`src/rtl/store_buffer.sv`:
```
// ============================================================================
// store_buffer : posted store queue with byte strobes, in-order bus drain and
//                load-conflict detection. Optional STORE_BUF_MERGE_EN merge.
// Revision     : 1.0
// ============================================================================
`default_nettype none

package store_buffer_pkg;
  typedef enum logic [1:0] {
    MEM_SB   = 2'd0,
    MEM_SH   = 2'd1,
    MEM_SW   = 2'd2,
    MEM_NONE = 2'd3
  } mem_t;
endpackage

module store_buffer
  import store_buffer_pkg::*;
#(
  parameter int DEPTH = 4
) (
  input  logic                   clk,
  input  logic                   resetn,
  input  logic                   push_valid,
  output logic                   push_ready,
  input  logic [31:0]            push_addr,
  input  logic [31:0]            push_wd,
  input  mem_t                   push_type,
  output logic                   dreq_valid,
  output logic [31:0]            dreq_addr,
  output logic [31:0]            dreq_data,
  output logic [3:0]             dreq_strobe,
  input  logic                   dreq_ready,
  input  logic [31:0]            ld_addr,
  output logic                   ld_conflict,
  output logic                   empty,
  output logic [$clog2(DEPTH):0] count
);

  localparam int PW = $clog2(DEPTH);
  localparam int CW = PW + 1;

  logic [29:0]      addr_q [DEPTH];
  logic [31:0]      data_q [DEPTH];
  logic [3:0]       strb_q [DEPTH];
  logic [DEPTH-1:0] valid_q;
  logic [PW-1:0]    head_q, head_d, tail_q, tail_d;
  logic [CW-1:0]    count_q, count_d;

  logic       is_store, full, merge_hit, push_fire, alloc, pop;
  logic [3:0] new_strb;
  logic       unused_ld_lsb;

  assign unused_ld_lsb = &{1'b0, ld_addr[1:0]};

  always_comb begin
    new_strb = 4'b0000;
    is_store = 1'b1;
    case (push_type)
      MEM_SB:  new_strb = 4'b0001 << push_addr[1:0];
      MEM_SH:  new_strb = push_addr[1] ? 4'b1100 : 4'b0011;
      MEM_SW:  new_strb = 4'b1111;
      default: is_store = 1'b0;
    endcase
  end

  assign full = (count_q == CW'(DEPTH));

`ifdef STORE_BUF_MERGE_EN
  logic [PW-1:0] last_ptr;
  logic [31:0]   merge_data;
  logic          merge;

  assign last_ptr = tail_q - PW'(1);
  // The head is excluded (count >= 2) because it may be mid-handshake.
  assign merge_hit = is_store && (count_q >= CW'(2)) &&
                     (addr_q[last_ptr] == push_addr[31:2]);
  assign merge     = push_fire && merge_hit;

  always_comb begin
    merge_data = data_q[last_ptr];
    for (int b = 0; b < 4; b++) begin
      if (new_strb[b]) merge_data[8*b +: 8] = push_wd[8*b +: 8];
    end
  end
`else
  assign merge_hit = 1'b0;
`endif

  assign push_ready = !full || merge_hit;
  assign push_fire  = push_valid && push_ready;
  assign alloc      = push_fire && is_store && !merge_hit;
  assign pop        = dreq_valid && dreq_ready;

  always_comb begin
    head_d  = pop   ? head_q + PW'(1) : head_q;
    tail_d  = alloc ? tail_q + PW'(1) : tail_q;
    count_d = count_q;
    case ({alloc, pop})
      2'b10:   count_d = count_q + CW'(1);
      2'b01:   count_d = count_q - CW'(1);
      default: count_d = count_q;
    endcase
  end

  always_ff @(posedge clk or negedge resetn) begin
    if (!resetn) begin
      head_q  <= '0;
      tail_q  <= '0;
      count_q <= '0;
      valid_q <= '0;
      for (int i = 0; i < DEPTH; i++) begin
        addr_q[i] <= '0;
        data_q[i] <= '0;
        strb_q[i] <= '0;
      end
    end else begin
      head_q  <= head_d;
      tail_q  <= tail_d;
      count_q <= count_d;
      for (int i = 0; i < DEPTH; i++) begin
        if (alloc && tail_q == PW'(i)) begin
          addr_q[i]  <= push_addr[31:2];
          data_q[i]  <= push_wd;
          strb_q[i]  <= new_strb;
          valid_q[i] <= 1'b1;
        end
`ifdef STORE_BUF_MERGE_EN
        else if (merge && last_ptr == PW'(i)) begin
          data_q[i] <= merge_data;
          strb_q[i] <= strb_q[i] | new_strb;
        end
`endif
        // Alloc and pop never target the same slot: that needs empty or full.
        if (pop && head_q == PW'(i)) valid_q[i] <= 1'b0;
      end
    end
  end

  always_comb begin
    ld_conflict = 1'b0;
    for (int i = 0; i < DEPTH; i++) begin
      if (valid_q[i] && addr_q[i] == ld_addr[31:2]) ld_conflict = 1'b1;
    end
  end

  assign empty       = (count_q == '0);
  assign count       = count_q;
  assign dreq_valid  = !empty;
  assign dreq_addr   = {addr_q[head_q], 2'b00};
  assign dreq_data   = data_q[head_q];
  assign dreq_strobe = strb_q[head_q];

endmodule

`default_nettype wire

```
`config.mk`:
```
export PLATFORM = sky130hd
export DESIGN_NAME = store_buffer
export DESIGN_NICKNAME = d
export VERILOG_FILES = /design/src/rtl/store_buffer.sv
export SDC_FILE = /design/constraint.sdc
export NUM_CORES = 1
export LEC_CHECK = 0
export BUFFER_PORTS_ARGS = -buffer_cell sky130_fd_sc_hd__buf_2
export CORE_MARGIN = 4
export CORE_UTILIZATION = 25
export DETAILED_ROUTE_END_ITERATION = 8
export GPL_TIMING_DRIVEN = 0
export PLACE_DENSITY = 0.48
export SYNTH_ARGS = -nofsm -noshare
export SYNTH_HDL_FRONTEND = slang
export SYNTH_SLANG_ARGS = --single-unit
```
`constraint.sdc`:
```
create_clock -name clk -period 4.85 [get_ports clk]
set_input_delay 0.2425 -clock clk [delete_from_list [all_inputs] [get_ports clk]]
set_output_delay 0.2425 -clock clk [all_outputs]
set_load 0.01 [all_outputs]
```
## Word-level counts from Yosys, hierarchy flattened

Index checks and enable logic that the tools add are counted.

- Flip-flop bits (word level): 275
- Input bits: 102
- Output and inout bits: 75

- Add/subtract/negate cells: 4
- Magnitude comparators: 1
- Eq/ne operators: 15
- Shift operators: 1
- Mux-type cells: 25
- Bitwise logic cells: 1
- Reduce and logical (&&, ||, !) cells: 27

Operators with widths:

| operator | count |
|---|---|
| 30-bit equality test | 4 |
| 32-bit binary-select mux with 2-bit select | 1 |
| 32-bit 2-to-1 mux | 2 |
| 30-bit binary-select mux with 2-bit select | 1 |
| 30-bit 2-to-1 mux | 2 |
| 1-bit logical AND | 15 |
| 1-bit 2-to-1 mux | 13 |
| 2-bit equality test, second input constant | 6 |
| 4-bit 2-to-1 mux | 3 |
| 4-bit one-hot mux with 3 select lines | 1 |
| 2-bit nonzero test | 5 |
| 4-bit binary-select mux with 2-bit select | 1 |
| 2-bit by 1-bit equality test with 1-bit output, second input constant | 4 |
| 2-bit zero test | 3 |
| 3-bit one-hot mux with 2 select lines | 1 |
| 2-bit by 1-bit adder with 2-bit output, second input constant | 2 |
| 1-bit by 2-bit << shifter with 4-bit output, first input constant | 1 |
| 3-bit by 1-bit adder with 3-bit output, second input constant | 1 |
| 3-bit equality test, second input constant | 1 |
| 3-bit >= comparator, second input constant | 1 |
| 3-bit zero test | 1 |
| 2-bit NOT with 3-bit output | 1 |
| 3-bit OR reduction | 1 |
| 3-bit by 1-bit subtractor with 3-bit output, second input constant | 1 |
| 1-bit zero test | 2 |

## Longest topological paths before layout

Gate-level depths: netlist of the first run.

- Word-level depth: 7
- Gate-level depth with buffers: 11

## Least setup slack after synthesis of the first run

OpenSTA, ideal clock, no wires.

- Path type: register to register
- Start: reg count_q[0] (netlist: count[0])
- End: reg count_q[2] (netlist: count[2])
- Library setup time: 0.128 ns
- Arrival time: 1.973 ns
- Data required time: 4.722 ns
- Path slack: 2.749 ns
- Stages on the path, launching flop included: 10
- Clock period less this slack: 2.101 ns
- Cell sequence: dfrtp_1 -> or3_1 -> and2_1 -> clkbuf_1 -> ha_1 -> inv_1 -> fa_1 -> xor2_1 -> nor2_1 -> xor2_1

RTL lines:

| item | RTL line | RTL |
|---|---|---|
| start: declaration | 48 | `logic [CW-1:0] count_q, count_d;` |
| start signal: assignment | 120 | `count_q <= count_d;` |
| 3-bit zero test (*) | 147 | `assign empty = (count_q == '0);` |
| 1-bit zero test (*) | 149 | `assign dreq_valid = !empty;` |
| via dreq_valid | 29 | `output logic dreq_valid,` |
| 1-bit logical AND (*) | 93 | `assign pop = dreq_valid && dreq_ready;` |
| via pop | 50 | `logic is_store, full, merge_hit, push_fire, alloc, pop;` |
| 2-bit by 1-bit equality test with 1-bit output or 2-bit equality test (tied branches) | 99 | `case ({alloc, pop})` |
| 3-bit one-hot mux with 2 select lines or 2-bit nonzero test (tied branches) | n/a |  |

Mark *: on every way through the listed nets, which the timed path passes. The rest lies on a longest branch.
A chain may end at the register's enable or synchronous reset.

## Worst setup path in the final report of the first run

- Start: reg head_q[0]
- End: out dreq_data[26]

- Longest elaborated chain between the ends: 4

RTL lines:

| item | RTL line | RTL |
|---|---|---|
| start: declaration | 47 | `logic [PW-1:0] head_q, head_d, tail_q, tail_d;` |
| start signal: assignment | 108 | `head_q <= '0;` |
| start signal: assignment | 118 | `head_q <= head_d;` |
| 2-bit NOT with 3-bit output (implied by the code) | 151 | `assign dreq_data = data_q[head_q];` |
| 32-bit binary-select mux with 2-bit select | 151 |  |
| 32-bit 2-to-1 mux (implied by the code) (2 in series) | 151 |  |
| end: declaration | 31 | `output logic [31:0] dreq_data,` |

No other way between the ends. The select of a mux whose other input is x is not followed.

==> results.md, run 1 <==
Route:
- The wire length after detailed routing is 40600 um.
- After detailed routing, the number of remaining DRC violations is 0.
- The number of nets with antenna violations after routing is 0.
- After detailed routing, the average wire length per cell comes to roughly 21 um.
- The number of optimization iterations in the first detailed-route pass is 4.
- The total vias in the final route is 8251.
- The mean number of vias per cell is around 4.3.
- The number of design-rule violations left by the first detailed-router iteration is 313.

Job:
- The tool flagged a number of max-cap violations equal to 0.

Power:
- Combinational cells account for 44.0% of the total power.
- The highest ir drop seen on vdd is around 0.00029 V.
- The total power divided by cell area is 716 nW/um2.
- The leakage component of the power is 0.00780 uW.
- The share of total power consumed by net switching is about a third.
- The cell-internal power is 8260 uW.
- The clock share of power is 21.5%.
- The analysis attributes to net switching a power of 4290 uW.
- Registers are responsible for 34.5% of the overall power.

CTS:
- The source-to-sink clock delay at the later pin of the worst-skew pair is ~0.55 ns.
- TritonCTS built the clock tree.
- The number of hold buffers added after CTS is 63.
- After clock tree synthesis, the clock-pin slew on the worst setup and hold paths is 0.05 ns.
- The number of buffers between clock root and the deepest sink is 3.
- The post-CTS setup buffer count is 0.
- The post-cts sizing count is 0.
- The CTS buffer count is 36.
- The library cell used as clock root buffer is sky130_fd_sc_hd__clkbuf_16.
- The CTS H-tree depth is 2.
- Clock tree synthesis found a total of 275 sinks.

Critical path:
- The reg-to-reg startpoint is count[0].
- The maximum fanout along the worst path is 10.
- The startpoint type of the worst setup path is a flip-flop.
- For the worst setup path, the data required time is 4.61 ns.
- The number of cells on the worst reg-to-reg path is 9.
- The capturing instance or port of the critical path is dreq_data[26].
- The setup path with the least slack is of type flip-flop to output pin.
- The worst path arrival time is 2.61 ns.
- In this run the register-to-register setup slack is 2.46 ns.
- The type of element capturing the critical path is an output pin.
- The critical path starts at head_q[0].
- The reg-to-reg critical path endpoint is count[2].

STA:
- The shortest clock period the worst path allows after layout is 2.85 ns.
- The final critical-path share of the clock period is 58.8%.
- The final worst clock skew is 0.0238 ns.
- The final number of max-transition violations is 0.
- The hold violation total from the final report was 0.
- Setup repair after global routing left no endpoint under its margin.
- Based on the critical path, the design can be clocked at up to 350 MHz.
- The pin slew with the least headroom to its limit is 0.937 ns.
- Across all hold checks on the routed design, the worst slack comes to 0.207 ns.
- Headroom to the max-slew limit came out at between 30% and 40%.
- After routing, the total negative slack on setup checks comes to 0 ns.
- The final-report setup violation count is 0.

Global routing:
- The number of antenna violations at the first check in global routing came to 8.
- Global routing used 13.8% of the available tracks across all layers.
- The global-route wire length before repair is 61800 um.
- The number of global-route vias before repair is about 9k.
- The final global-route overflow total is 0.
- Entering global routing, the biggest net connects 113 pins.

Synth:
- The number of warning messages in the yosys log is 0.
- The cell count after synthesis is 889.
- The most common flop cell mapped by yosys is sky130_fd_sc_hd__dfrtp_1.
- In this run the mean area of a mapped cell was around 16 um2.
- Of all flip-flops after synthesis, the portion carrying an async set or reset was 100%.
- Summing every instance area after synthesis gives 13900 um2.
- The synthesized design contains 275 register bits.
- sky130_fd_sc_hd__dfrtp_1 takes more of the synthesized area than any other cell.
- Yosys mapped a number of flops with a built-in enable equal to 0.
- The top cell type by area accounts for 49.4% of the synthesized area.
- For this run, the register share of the synthesized area comes to roughly half.
- By area the synthesized netlist is led by sky130_fd_sc_hd__dfrtp_1 (49%), sky130_fd_sc_hd__mux2_4 (13%), sky130_fd_sc_hd__mux2_2 (12%).
- The distinct cell type count after synthesis is 32.

Cells and area:
- The synthesis-to-finish area growth is 26.0%.
- The count of placed standard cells in the final layout, fillers left out is 1927.
- At the end of the flow, the number of nets in the layout was between 1k and 1.5k.
- The post-route netlist has 50.1% of its cells at a drive strength greater than 1.
- In the layout the commonest cells are sky130_fd_sc_hd__dfrtp_1 (275), sky130_fd_sc_hd__buf_2 (175), sky130_fd_sc_hd__mux2_2 (148), sky130_fd_sc_hd__mux2_4 (116), sky130_fd_sc_hd__xnor2_1 (79).
- The leading cell type in the layout, fill and taps excluded is sky130_fd_sc_hd__dfrtp_1.

Floorplan:
- The starting utilization of the core area is 25.3%.
- The floorplan step defined a die boundary enclosing 59500 um2.
- The die is between 200 and 250 um tall.
- After floorplanning, the core was divided into 86 placement rows.
- The horizontal die dimension is 244 um.
- The placeable core region is about 55000 um2.
- Pin placement for this block handled between 150 and 200 I/O pins.

Status:
- The flow ran to the end, and the final reports show no timing, DRC or antenna violations.

Min path:
- The worst hold path belongs to the class input pin to flip-flop.

Place:
- Input and output buffers added on the ports amount to 156.
- Detailed placement ended at an HPWL of 28800 um.
- The congestion estimate from routability-driven global placement came to 0.814.
- In this run, placement finished with an instance count of approximately 1.8k.
[power groups by stage]
stage	clock network, uW	registers [uW]	logic (uW)
2_1_floorplan	0	4080	3920
3_3_place_gp	0	4310	5540
3_5_place_dp	0	4340	5590
4_1_cts	2790	4330	5650
5_1_grt	2890	4480	5960
6_report	2700	4330	5520
[sequential cells by signal (all words and copies together) (netlist names)]
signal   count
addr_q     120
head_q       2
valid_q      4
count        3
strb_q      16
tail_q       2
data_q     128
[critical path: stages (launching register included)]
cell	delay, ns
sky130_fd_sc_hd__dfrtp_1	0.39
sky130_fd_sc_hd__clkbuf_1	0.23
sky130_fd_sc_hd__buf_4	0.29
sky130_fd_sc_hd__buf_2	0.42
sky130_fd_sc_hd__mux4_2	0.59
sky130_fd_sc_hd__buf_2	0.16
[per-stage QoR]
stage	area, um2	utilization (%)	setup slack (ns)	total power [uW]
after floorplan	13900	-	2.75	8000
after global placement	15600	28.4	-1.99	9860
after detailed placement	15700	28.5	2.46	9940
after CTS	17500	31.8	1.92	12800
after global routing	17500	31.8	1.82	13300
final	17500	31.8	2.00	12600
[cells in the mapped netlist (3+ instances only)]
| library cell | n |
|---|---|
| sky130_fd_sc_hd__dfrtp_1 | 275 |
| sky130_fd_sc_hd__mux2_2 | 148 |
| sky130_fd_sc_hd__mux2_4 | 116 |
| sky130_fd_sc_hd__xnor2_1 | 79 |
| sky130_fd_sc_hd__mux4_2 | 66 |
| sky130_fd_sc_hd__xor2_1 | 46 |
| sky130_fd_sc_hd__nand4_1 | 25 |
| sky130_fd_sc_hd__buf_2 | 20 |
| sky130_fd_sc_hd__clkbuf_1 | 20 |
| sky130_fd_sc_hd__buf_6 | 16 |
| sky130_fd_sc_hd__nor4_1 | 16 |
| sky130_fd_sc_hd__inv_1 | 13 |
| sky130_fd_sc_hd__ha_1 | 9 |
| sky130_fd_sc_hd__a21oi_1 | 4 |
| sky130_fd_sc_hd__a22oi_1 | 4 |
| sky130_fd_sc_hd__nand2_1 | 4 |
| sky130_fd_sc_hd__nand2_4 | 4 |
| sky130_fd_sc_hd__o21ai_0 | 4 |
| sky130_fd_sc_hd__buf_1 | 3 |
| sky130_fd_sc_hd__buf_4 | 3 |
| sky130_fd_sc_hd__nor2_1 | 3 |
[how the worst min path moves through the flow]
stage                    start          to  slack [ns]  depth (start not counted)
floorplan               resetn   addr_q[0]       -0.05                          0
global route        push_valid   tail_q[0]        0.20                          4
CTS                 push_valid   tail_q[0]        0.18                          4
detailed placement      resetn  data_q[80]        0.22                          1
global placement    data_q[33]  data_q[33]        0.48                          1
finish              push_valid   tail_q[0]        0.21                          4
[layer usage]
layer	wire, um	share of wire (%)	vias up	global-route usage (%)
met5	54	0.13	-	0
met4	765	1.9	8	3.43
met3	2030	5.0	59	3.13
met2	19300	48	150	22.4
met1	18400	45	4275	18.8
li1	-	-	3759	-
[final cells by class]
class	count	area (um2)
diodes	4	10.0
plain buffers	63	404
clock buffers	56	1090
clock inverters	8	100
fillers	5577	37600
inverters	14	52.6
multi-input cells	538	6590
flip-flops and latches	275	6880
well taps	748	936
repair buffers	221	1480
[cells by family after synthesis]
logic type	count (synthesis)	share of synthesized area, %
buffers and inverters	77	3.28
adders and majority gates	10	0.953
AOI/OAI and AO/OA	13	0.557
xor gates and xnor gates	125	7.87
other	1	0.0269
DFF	275	49.4
and+or+nand+nor	57	2.64
muxes	331	35.2
Note: power is estimated with default switching activity, not from simulation.
==> inputs of run 2 (changes only) <==
Settings changed: ABC_AREA set to 1.
Clock period 4.85 ns to 2.68 ns, I/O delays scaled along.
==> results.md, run 2 <==
Synth:
- The synthesis-stage register bit count is 275 (unchanged).
- The summed instance area of the synthesized netlist is 14200 um2 (+2.1%).
- The number of warning messages in the yosys log is 0 (unchanged).
- The post-synthesis async set-or-reset flop share is 100% (unchanged).
- The share of synthesized area occupied by flip-flops and latches is 48.4% (-1.0 points).
- Among all flip-flop cells after synthesis, the most frequent one is sky130_fd_sc_hd__dfrtp_1.
- The area share of the largest cell type after synthesis is 48.4% (-1.0 points).
- The largest total area in the synthesized netlist belongs to sky130_fd_sc_hd__dfrtp_1.
- The distinct cell type count after synthesis was 30 (-6.3%).
- The number of enable-type register cells in the synthesized netlist is 0 (unchanged).
- The cell count after synthesis is 1896 (+110%).
- The library cell with the highest instance count after synthesis is sky130_fd_sc_hd__nand2_1.
- The mean post-synth cell area came to 7.50 um2 (-52%).
- By count the netlist is led by sky130_fd_sc_hd__nand2_1 (590), sky130_fd_sc_hd__o21ai_0 (373), sky130_fd_sc_hd__dfrtp_1 (275).
- By area the synthesized netlist is led by sky130_fd_sc_hd__dfrtp_1 (48%), sky130_fd_sc_hd__nand2_1 (16%), sky130_fd_sc_hd__o21ai_0 (13%).

Critical path:
- The worst path arrival time is 2.34 ns (-0.27 ns).
- The class of the most critical setup path is flip-flop to output pin.
- STA classifies the critical path startpoint as a flip-flop.
- The maximum fanout along the worst path is 10 (unchanged).
- The number of cells on the worst reg-to-reg path was 10 (+1).
- The critical path required time is 2.55 ns (-2.06 ns).
- The type of element capturing the critical path is an output pin.

Cells and area:
- The register bank with the most flops is data_q.
- The net count reported at finish is 2285 (+81%).
- In the layout the commonest cells are sky130_fd_sc_hd__nand2_1 (590), sky130_fd_sc_hd__o21ai_0 (371), sky130_fd_sc_hd__dfrtp_1 (274), sky130_fd_sc_hd__inv_1 (191), sky130_fd_sc_hd__buf_2 (178).
- The ratio of cells with drive above 1 in the final layout is 14.5% (-36 points).
- The leading cell type in the layout, fill and taps excluded is sky130_fd_sc_hd__nand2_1.
- The utilization of the core after routing came to 31.9% (+0.10 points).
- The largest registers in the layout are data_q: 128 flops, addr_q: 120 flops, strb_q: 16 flops.
- The flip-flop count of the largest register after layout is 128 (unchanged).
- The synthesis-to-finish area growth is 26.6%.

Power:
- The clock share of power was 21.7% (+0.2 points).
- The total power divided by cell area is 1250 nW/um2 (+75%).
- The combinational share of power is 44.4% (+0.4 points).
- The share of power burned in registers is 34.0% (-0.5 points).
- The cell-internal power is 12400 uW (+50%).
- The leakage component of the power is 0.00898 uW (+15%).
- The overall power consumption was 22500 uW (+80%).
- The share of total power consumed by net switching was 44.9% (+11 points).
- The net switching power figure is 10100 uW (+140%).
- The highest ir drop seen on vdd is 0.000531 V (+82%).

Route:
- The number of optimization iterations in the first detailed-route pass is 6 (+2).
- The routed length per placed instance came to 20.1 um (-4.8%).
- The post-route DRC violation count is 0 (unchanged).
- The mean number of vias per cell is 4.71 (+9.9%).
- The number of nets with antenna violations after routing came to 0 (unchanged).
- The wire length after detailed routing came to 59300 um (+46%).
- The total vias in the final route came to 13.9k (+69%).
- The number of design-rule violations left by the first detailed-router iteration came to 1206 (+290%).

CTS:
- The post-CTS clock slew at the launch and capture registers of the worst setup and hold paths is 0.06 ns (about the same).
- The source-to-sink clock delay at the later pin of the worst-skew pair was 0.55 ns (about the same).
- The CTS buffer count is 34 (-5.6%).
- The number of buffers between clock root and the deepest sink was 3 (unchanged).
- TritonCTS built the clock tree.
- The CTS H-tree depth is 2 (unchanged).
- The clock sink count came to 275 (unchanged).
- The library cell used as clock root buffer is sky130_fd_sc_hd__clkbuf_16.

Status:
- The run finished with clean final reports.

Floorplan:
- The horizontal die dimension is 246 um (+1.0%).
- The area of the die is 60800 um2 (+2.1%).
- The die outline height is 246 um (+1.0%).
- The starting utilization of the core area is 25.2% (-0.049 points).
- The placement row count is 87 (+1.2%).
- The count of boundary I/O pins is 177 (unchanged).
- The placeable core region is 56400 um2 (+2.3%).

STA:
- The final number of max-transition violations is 0 (unchanged).
- The achievable frequency is 403 MHz.
- Setup repair after global routing left no endpoint under its margin.
- The worst slew margin relative to its limit is 44.9% (+7.4 points).
- The pin slew with the least headroom to its limit is 0.826 ns (-0.111 ns).
- The final worst clock skew is 0.0155 ns (-0.00830 ns).
- The final-report setup violation count is 0 (unchanged).
- The worst-case setup margin in the final layout is 0.201 ns (-1.80 ns).
- The final critical-path share of the clock period is 92.5%.
- The hold violation total from the final report is 0 (unchanged).
- The routed design could run at a clock period as short as 2.48 ns.

Min path:
- The number of stages on the worst hold path is 3 (-1).
- The class of the worst hold path is input pin to flip-flop.

Global routing:
- The number of global-route vias before repair is 14.0k (+52%).
- The final global-route overflow total is 0 (unchanged).
- The pin count of the biggest net entering global routing is 116 (+2.7%).
- The number of antenna violations at the first check in global routing came to 2 (-6).
- The global-route wire length before repair is 88700 um (+44%).
- The combined global-route utilization of all metal layers is 19.4% (+5.6 points).

Place:
- The count of buffers from port buffering is 172 (+10%).
- The half-perimeter wire length after placement is 43500 um (+51%).
- The pre-CTS setup slack is 0.256 ns (-2.20 ns).
- The routability congestion estimate from global placement is 0.937 (+15%).

Job:
- The number of max-cap violations is 0 (unchanged).
## run 2: cell types whose count changed after synthesis, moves of 38 or more
cell	delta
sky130_fd_sc_hd__a21oi_1	+75
sky130_fd_sc_hd__mux2_4	-116
sky130_fd_sc_hd__o22ai_1	+38
sky130_fd_sc_hd__o21ai_0	+369
sky130_fd_sc_hd__mux2_2	-148
sky130_fd_sc_hd__inv_1	+179
sky130_fd_sc_hd__xnor2_1	-69
sky130_fd_sc_hd__xor2_1	-41
sky130_fd_sc_hd__nand2_1	+586
sky130_fd_sc_hd__nor2_1	+159
sky130_fd_sc_hd__mux4_2	-66
## run 2: metrics by stage
step                hold WS (ns)  TNS (ns)  instance area [um2]  std cells
detailed placement         0.101         0                16100       2827
global route              0.0801         0                18000       2955
CTS                      0.00920         0                18000       2954
global placement           0.438  -1052.49                16000       2825
floorplan                 -0.162         0                14200       1897
finish                    0.0400         0                18000       2955
## run 2: cells by family (layout without fill, tap and decap cells)
| family | count (synthesis) | in the layout | synth area share, % |
|---|---|---|---|
| buffers and inverters | 295 | 596 | 9.70 |
| XOR/XNOR | 15 | 15 | 0.924 |
| AO/OA/AOI/OAI | 536 | 536 | 19.5 |
| adder cells (fa/ha/maj) | 10 | 10 | 0.933 |
| AND/OR/NAND/NOR | 764 | 764 | 20.5 |
| flip-flops | 275 | 275 | 48.4 |
| other | 1 | 3 | 0.0264 |
## run 2: metal layers
| layer | vias to the layer above | global-route usage, % | routed length [um] |
|---|---|---|---|
| li1 | 6608 | - | - |
| met2 | 470 | 31.8 | 27400 |
| met1 | 6747 | 26.5 | 26400 |
| met4 | 2 | 5.59 | 1640 |
| met3 | 82 | 2.90 | 3820 |
| met5 | - | 0 | 13 |
## run 2: final timing paths
path | endpoint | slack (ns) | startpoint
max | dreq_data[31] | 0.20 | head_q[1]
min | strb_q[2] | 0.04 | push_addr[1]
max reg2reg | count[2] | 0.56 | count[2]
min reg2reg | data_q[67] | 0.48 | data_q[67]
max in group asynchronous | data_q[23] | 1.15 | resetn
min in group asynchronous | addr_q[18] | 0.11 | resetn
## run 2: repair_timing
action	4_1_cts	5_1_grt
buffers inserted	0	0
setup endpoints to repair	48	23
hold buffers	66	0
hold endpoints to repair	306	0
gates resized for setup	24	23
## run 2: power by group through the flow
stage	combinational (uW)	clock [uW]	sequential [uW]
finish	10000	4880	7660
global route	11300	5160	7880
global placement	9780	0	7600
floorplan	5960	0	7070
CTS	10100	4970	7610
detailed placement	9910	0	7650
## run 2: critical path, stage by stage (launching register included)
cell and delay [ns]:
sky130_fd_sc_hd__dfrtp_1 0.46, sky130_fd_sc_hd__inv_2 0.16, sky130_fd_sc_hd__clkbuf_1 0.45, sky130_fd_sc_hd__o21ai_0 0.19, sky130_fd_sc_hd__o22ai_1 0.32, sky130_fd_sc_hd__buf_2 0.20
## run 2: final cells by class
type	count	area (um2)
fill	6214	38400
sequential	275	6880
multi-input combinational	1327	5970
timing repair buffer	240	1590
clock buffer	50	1000
tap	756	946
inverter	195	739
buffer	100	691
clock inverter	11	180
antenna	1	2.50
